## config.mk

```make
export PLATFORM = sky130hd
export DESIGN_NAME = mem_arbiter
export DESIGN_NICKNAME = d
export VERILOG_FILES = /design/src/rtl/pdp8_pkg.sv /design/src/rtl/mem_arbiter.sv
export SDC_FILE = /design/constraint.sdc
export NUM_CORES = 1
export LEC_CHECK = 0
export ABC_AREA = 1
export CORE_MARGIN = 5
export CORE_UTILIZATION = 46
export DETAILED_ROUTE_END_ITERATION = 16
export PLACE_DENSITY = 0.95
export SLEW_MARGIN = 40
export SYNTH_ARGS = -nofsm -noshare
export SYNTH_HDL_FRONTEND = slang
export SYNTH_SLANG_ARGS = --single-unit
```

## constraint.sdc

```tcl
create_clock -name clk -period 5.2 [get_ports clk]
set_clock_uncertainty 0.2 [all_clocks]
set_input_delay 0.52 -clock clk [delete_from_list [all_inputs] [get_ports clk]]
set_output_delay 0.52 -clock clk [all_outputs]
set_load 0.02 [all_outputs]
```

## src/rtl/pdp8_pkg.sv

```systemverilog
`default_nettype none
// +--------------------------------------------------------------------------+
// | pdp8_pkg                                                                 |
// | Shared widths, arbiter state and requester-id encodings.                 |
// | Revision: 1.0                                                            |
// +--------------------------------------------------------------------------+
package pdp8_pkg;

    localparam int ADDR_WIDTH       = 12;
    localparam int DATA_WIDTH       = 12;
    localparam int STARVE_LIMIT_DEF = 3;

    typedef enum logic [1:0] {
        ST_IDLE   = 2'd0,
        ST_ACCESS = 2'd1,
        ST_RESP   = 2'd2
    } arb_state_t;

    typedef enum logic {
        REQ_IFU  = 1'b0,
        REQ_EXEC = 1'b1
    } req_id_t;

endpackage
`default_nettype wire

```

## src/rtl/mem_arbiter.sv

```systemverilog
`default_nettype none
// +--------------------------------------------------------------------------+
// | mem_arbiter                                                              |
// | Two-requester (IFU, EXEC) arbiter onto one memory port, 3-cycle access. |
// | Revision: 1.0                                                            |
// +--------------------------------------------------------------------------+
module mem_arbiter
    import pdp8_pkg::*;
#(
    parameter int STARVE_LIMIT = STARVE_LIMIT_DEF
) (
    input  logic                  clk,
    input  logic                  reset,
    input  logic                  ifu_rd_req,
    input  logic [ADDR_WIDTH-1:0] ifu_rd_addr,
    output logic                  ifu_gnt,
    output logic                  ifu_rd_valid,
    output logic [DATA_WIDTH-1:0] ifu_rd_data,
    input  logic                  exec_rd_req,
    input  logic                  exec_wr_req,
    input  logic [ADDR_WIDTH-1:0] exec_addr,
    input  logic [DATA_WIDTH-1:0] exec_wr_data,
    output logic                  exec_gnt,
    output logic                  exec_rd_valid,
    output logic                  exec_wr_done,
    output logic [DATA_WIDTH-1:0] exec_rd_data,
    output logic                  mem_req,
    output logic                  mem_we,
    output logic [ADDR_WIDTH-1:0] mem_addr,
    output logic [DATA_WIDTH-1:0] mem_wdata,
    input  logic [DATA_WIDTH-1:0] mem_rdata,
    output logic                  proto_err
);

    localparam logic [2:0] c_STARVE_MAX = 3'(STARVE_LIMIT);

    arb_state_t            r_state;
    req_id_t               r_owner;
    logic [2:0]            r_starve;
    logic                  r_mem_req;
    logic                  r_mem_we;
    logic [ADDR_WIDTH-1:0] r_mem_addr;
    logic [DATA_WIDTH-1:0] r_mem_wdata;
    logic                  r_ifu_rd_valid;
    logic                  r_exec_rd_valid;
    logic                  r_exec_wr_done;
    logic [DATA_WIDTH-1:0] r_ifu_rd_data;
    logic [DATA_WIDTH-1:0] r_exec_rd_data;
    logic                  r_proto_err;

    logic w_idle;
    logic w_ifu_win;
    logic w_exec_win;
    logic w_exec_we;

    // A starved IFU overrides the normal write > read > fetch order.
    always_comb begin
        w_ifu_win  = 1'b0;
        w_exec_win = 1'b0;
        w_exec_we  = 1'b0;
        if (ifu_rd_req && (r_starve == c_STARVE_MAX)) begin
            w_ifu_win = 1'b1;
        end else if (exec_wr_req) begin
            w_exec_win = 1'b1;
            w_exec_we  = 1'b1;
        end else if (exec_rd_req) begin
            w_exec_win = 1'b1;
        end else if (ifu_rd_req) begin
            w_ifu_win = 1'b1;
        end
    end

    assign w_idle   = (r_state == ST_IDLE);
    assign ifu_gnt  = w_idle & w_ifu_win;
    assign exec_gnt = w_idle & w_exec_win;

    always_ff @(posedge clk or posedge reset) begin
        if (reset) begin
            r_state         <= ST_IDLE;
            r_owner         <= REQ_IFU;
            r_starve        <= 3'd0;
            r_mem_req       <= 1'b0;
            r_mem_we        <= 1'b0;
            r_mem_addr      <= '0;
            r_mem_wdata     <= '0;
            r_ifu_rd_valid  <= 1'b0;
            r_exec_rd_valid <= 1'b0;
            r_exec_wr_done  <= 1'b0;
            r_ifu_rd_data   <= '0;
            r_exec_rd_data  <= '0;
            r_proto_err     <= 1'b0;
        end else begin
            if (!ifu_rd_req || ifu_gnt) begin
                r_starve <= 3'd0;
            end else if (exec_gnt && (r_starve != c_STARVE_MAX)) begin
                r_starve <= r_starve + 3'd1;
            end

            case (r_state)
                ST_IDLE: begin
                    if (exec_rd_req && exec_wr_req) begin
                        r_proto_err <= 1'b1;
                    end
                    if (w_ifu_win || w_exec_win) begin
                        r_owner     <= w_ifu_win ? REQ_IFU : REQ_EXEC;
                        r_mem_req   <= 1'b1;
                        r_mem_we    <= w_exec_we;
                        r_mem_addr  <= w_ifu_win ? ifu_rd_addr : exec_addr;
                        r_mem_wdata <= w_exec_we ? exec_wr_data : '0;
                        r_state     <= ST_ACCESS;
                    end
                end
                ST_ACCESS: begin
                    if (!r_mem_we) begin
                        if (r_owner == REQ_IFU) begin
                            r_ifu_rd_data <= mem_rdata;
                        end else begin
                            r_exec_rd_data <= mem_rdata;
                        end
                    end
                    r_ifu_rd_valid  <= (r_owner == REQ_IFU);
                    r_exec_rd_valid <= (r_owner == REQ_EXEC) && !r_mem_we;
                    r_exec_wr_done  <= (r_owner == REQ_EXEC) && r_mem_we;
                    r_mem_req       <= 1'b0;
                    r_mem_we        <= 1'b0;
                    r_mem_addr      <= '0;
                    r_mem_wdata     <= '0;
                    r_state         <= ST_RESP;
                end
                ST_RESP: begin
                    r_ifu_rd_valid  <= 1'b0;
                    r_exec_rd_valid <= 1'b0;
                    r_exec_wr_done  <= 1'b0;
                    r_state         <= ST_IDLE;
                end
                default: begin
                    r_state <= ST_IDLE;
                end
            endcase
        end
    end

    assign ifu_rd_valid  = r_ifu_rd_valid;
    assign ifu_rd_data   = r_ifu_rd_data;
    assign exec_rd_valid = r_exec_rd_valid;
    assign exec_wr_done  = r_exec_wr_done;
    assign exec_rd_data  = r_exec_rd_data;
    assign mem_req       = r_mem_req;
    assign mem_we        = r_mem_we;
    assign mem_addr      = r_mem_addr;
    assign mem_wdata     = r_mem_wdata;
    assign proto_err     = r_proto_err;

endmodule
`default_nettype wire

```

==> results.md <==
- The flow ran to the end, and the final reports show no timing, DRC or antenna violations.
- The number of antenna violations at the first check in global routing is 0.
- The worst vdd rail ir drop is 0.000341 V.
- The floorplan step set the die width to 86.6 um.
- Yosys attributes the largest share of cell area to sky130_fd_sc_hd__dfrtp_1, sky130_fd_sc_hd__nand2_1, sky130_fd_sc_hd__nand3_1.
- By instance count, the cell type seen most on the critical path is sky130_fd_sc_hd__clkdlybuf4s50_1.
- The maximum number of pins on one net before global-route repair is 61.
- Yosys mapped the design onto 22 distinct sky130hd cell types.
- In this run the worst hold path is classified as reg2reg.
- The HPWL after detailed placement is approximately 5300 um.
- The quantity of I/O buffers inserted on ports is 108.
- The worst setup path category is in2out.
- The instance count of the mapped netlist is 315.
- In the global route stage, met1 resource usage came out at about a quarter.
- The mean cell area of the mapped netlist is ~8.6 um^2.
- The number of clock sinks seen by CTS is 60.
- In this run, post-CTS repair resized a total of 0 instances.
- The global routing usage on met2 is between 30% and 40%.
- The synthesized design devotes to its leading area cell type 55.7% of total area.
- The required time of the worst setup path is around 4500 ps.
- The final wirelength is 7140 um.
- The area inside the core boundary is 5610 um^2.
- The setup TNS after final layout is 0 ps.
- The number of DRC markers in iteration 0 is 105.
- For this run the aggregate overflow at the end of global routing stands at 0.
- The area of the die is 7490 um^2.
- During I/O placement, the number of pins put on the boundary was approximately 110.
- Static timing analysis puts the maximum clock frequency at 282 MHz.
- The H-tree level count is 3.
- The library cell used most frequently in the layout, excluding fill and tap cells, is sky130_fd_sc_hd__clkdlybuf4s50_1.
- Setup violations remaining at the end of the flow were counted as 0.
- In this run the vertical extent of the chip is 86.6 um.
- The global-route wire length before repair is roughly 12000 um.
- The total leakage power is 1.99 nW.
- The pre-antenna-repair detailed-routing pass consisted of 4 iterations.
- Subtracting the final worst setup slack from the clock period gives 3550 ps.
- The clock slew at the register clock pins of the worst setup and hold paths is about 60 ps.
- Across all hold checks on the routed design, the worst slack comes to 285 ps.
- The CTS buffer count is 9.
- In the layout the commonest cells are sky130_fd_sc_hd__clkdlybuf4s50_1, sky130_fd_sc_hd__nand2_1, sky130_fd_sc_hd__dfrtp_1.
- The total power after layout is approximately 2.4 mW.
- The final weighted congestion of routability-driven global placement is 0.815.
- The biggest fanout along the worst timing path is 17.
- In the routed layout, each cell is associated on average with a via count of 4.93.
- The setup check on the worst reg-to-reg path leaves a slack of 3110 ps.
- The count of hold-fix buffers inserted at cts is 0.
- The global routing met3 resource utilization is 4.66%.
- The number of design rule violations left after detail routing is 0.
- The final critical path takes up 68.3% of the cycle.
- STA classifies the critical path startpoint as an input port.
- The net count of the finished layout is roughly 480.
- The kind of end point of the critical path is an output pin.
- The tool flagged a number of max-cap violations equal to 0.
- The net count of the mapped netlist is between 300 and 400.
- The total count of hold-check failures in the final report is 0.
- The overall fraction of global-route tracks in use is 19.7%.
- Once detail routing completed, the nets flagged for antenna violations numbered 0.
- Relative to the synthesized area, the layout overhead comes to 49.0%.
- The starting density of the core is 48.1%.
- TritonCTS built the clock tree.
- The via count of the first global-routing pass was 2394.
- 0 antenna diodes ended up in the layout.
- Row generation in the floorplan step produced 27 rows.
- In this run the most used layer during global routing was met2.
- The final count of pins violating max slew is 0.
- The number of buffers between clock root and the deepest sink is 2.
- For the worst setup path, the data arrival time is 2830 ps.
- The detailed router placed roughly 2500 vias in this run.
- For the pin with the worst max-slew slack, the measured transition is 719 ps.
- The largest single stage delay on the critical path is 910 ps.
- Of the cells placed in the final design, the portion with a size suffix greater than 1 is 6.81%.
- The total of warnings raised by yosys is 0.
- The biggest area contributor in the post-synthesis netlist is sky130_fd_sc_hd__dfrtp_1.
- The signal on the critical path passes through clkdlybuf4s50_1, nand3b_1, a21oi_1, clkdlybuf4s50_1.
- Dividing the detail-routed wire length by the instance count gives 14.3 um.
- For this design, the slowest cell found on the critical path is sky130_fd_sc_hd__clkdlybuf4s50_1.
- The synthesized design contains 60 register bits.
- The clock tree root driver cell is sky130_fd_sc_hd__clkbuf_8.
- The ratio of total power to cell area is 599 nW/um^2.
- The fraction of the yosys area taken by sequential cells is 55.7%.
- The worst-case headroom to the max-slew limit is 51.9%.
- Post-CTS timing repair inserted 0 buffers for setup.
- Setup repair after global routing left no endpoint under its margin.
- The cell area after technology mapping is 2700 um^2.
- The clock insertion delay at the later pin of the skew report is 330 ps.
==> metal layers <==
metal | vias up | wire length, um | share of wire, %
li1 | 1203 | - | -
met1 | 1157 | 2820 | 39
met2 | 84 | 3730 | 52
met3 | 12 | 441 | 6.2
met4 | 0 | 145 | 2.0
met5 | - | 0 | 0
==> sequential cells by signal (all words and copies together), names as in the netlist <==
name and flops:
proto_err 1, ifu_rd_valid 1, r_state 2, exec_rd_valid 1
mem_addr 12, r_owner 1, exec_rd_data 12, ifu_rd_data 12
mem_wdata 12, mem_req 1, r_starve 3, exec_wr_done 1
mem_we 1
==> cell families (layout without fill, tap and decap cells) <==
group | after synthesis | after routing | synth area share [%]
compound gates | 41 | 41 | 8.17
buf+inv | 65 | 176 | 10.5
simple gates | 144 | 144 | 23.3
fa+ha+maj | 5 | 5 | 2.32
flops | 60 | 60 | 55.7
==> critical path: cells and delay by family <==
kind	cells	cell delay, ps
buf+inv	2	1540
simple gates	1	480
compound gates	1	280
==> Yosys cell counts (all sizes together) <==
master	instances
buf	10
clkbuf	4
o22ai	3
inv	51
nand3	47
dfrtp	60
o21ai	36
ha	5
nand3b	1
nor2	6
a31o	1
a21oi	1
nand2	90
==> final cells by class <==
cell class                 instances  area (um^2)
timing repair buffer             109         1090
sequential                        60         1500
clock buffer                       9          124
clock inverter                     7         98.8
tap                               72         90.1
multi-input combinational        190          918
inverter                          51          191
fill                             406         1590
==> power by group <==
part	internal (mW)	switching (mW)
registers	0.672	0.117
logic	0.494	0.662
clock network	0.273	0.187
total	1.44	0.966
==> final timing paths <==
kind                       cells past startpoint            end    startpoint
setup / recovery                               4        ifu_gnt    ifu_rd_req
hold / removal                                 2   mem_wdata[0]  mem_wdata[0]
setup reg to reg                               7  mem_wdata[10]   r_starve[0]
hold reg to reg                                2   mem_wdata[0]  mem_wdata[0]
max in group asynchronous                      3   mem_addr[10]         reset
min in group asynchronous                      3    r_starve[1]         reset
==> metrics by stage <==
step | utilization [%] | setup slack [ps] | instance area [um^2] | instances
after floorplan | - | 3000 | 2700 | 315
after global placement | 67.4 | 1750 | 3780 | 482
after detailed placement | 67.6 | 1680 | 3790 | 482
after CTS | 71.6 | 1680 | 4010 | 498
after global routing | 71.6 | 1510 | 4020 | 498
final | 71.6 | 1650 | 4020 | 498
Power figures use the tool's default switching activity.
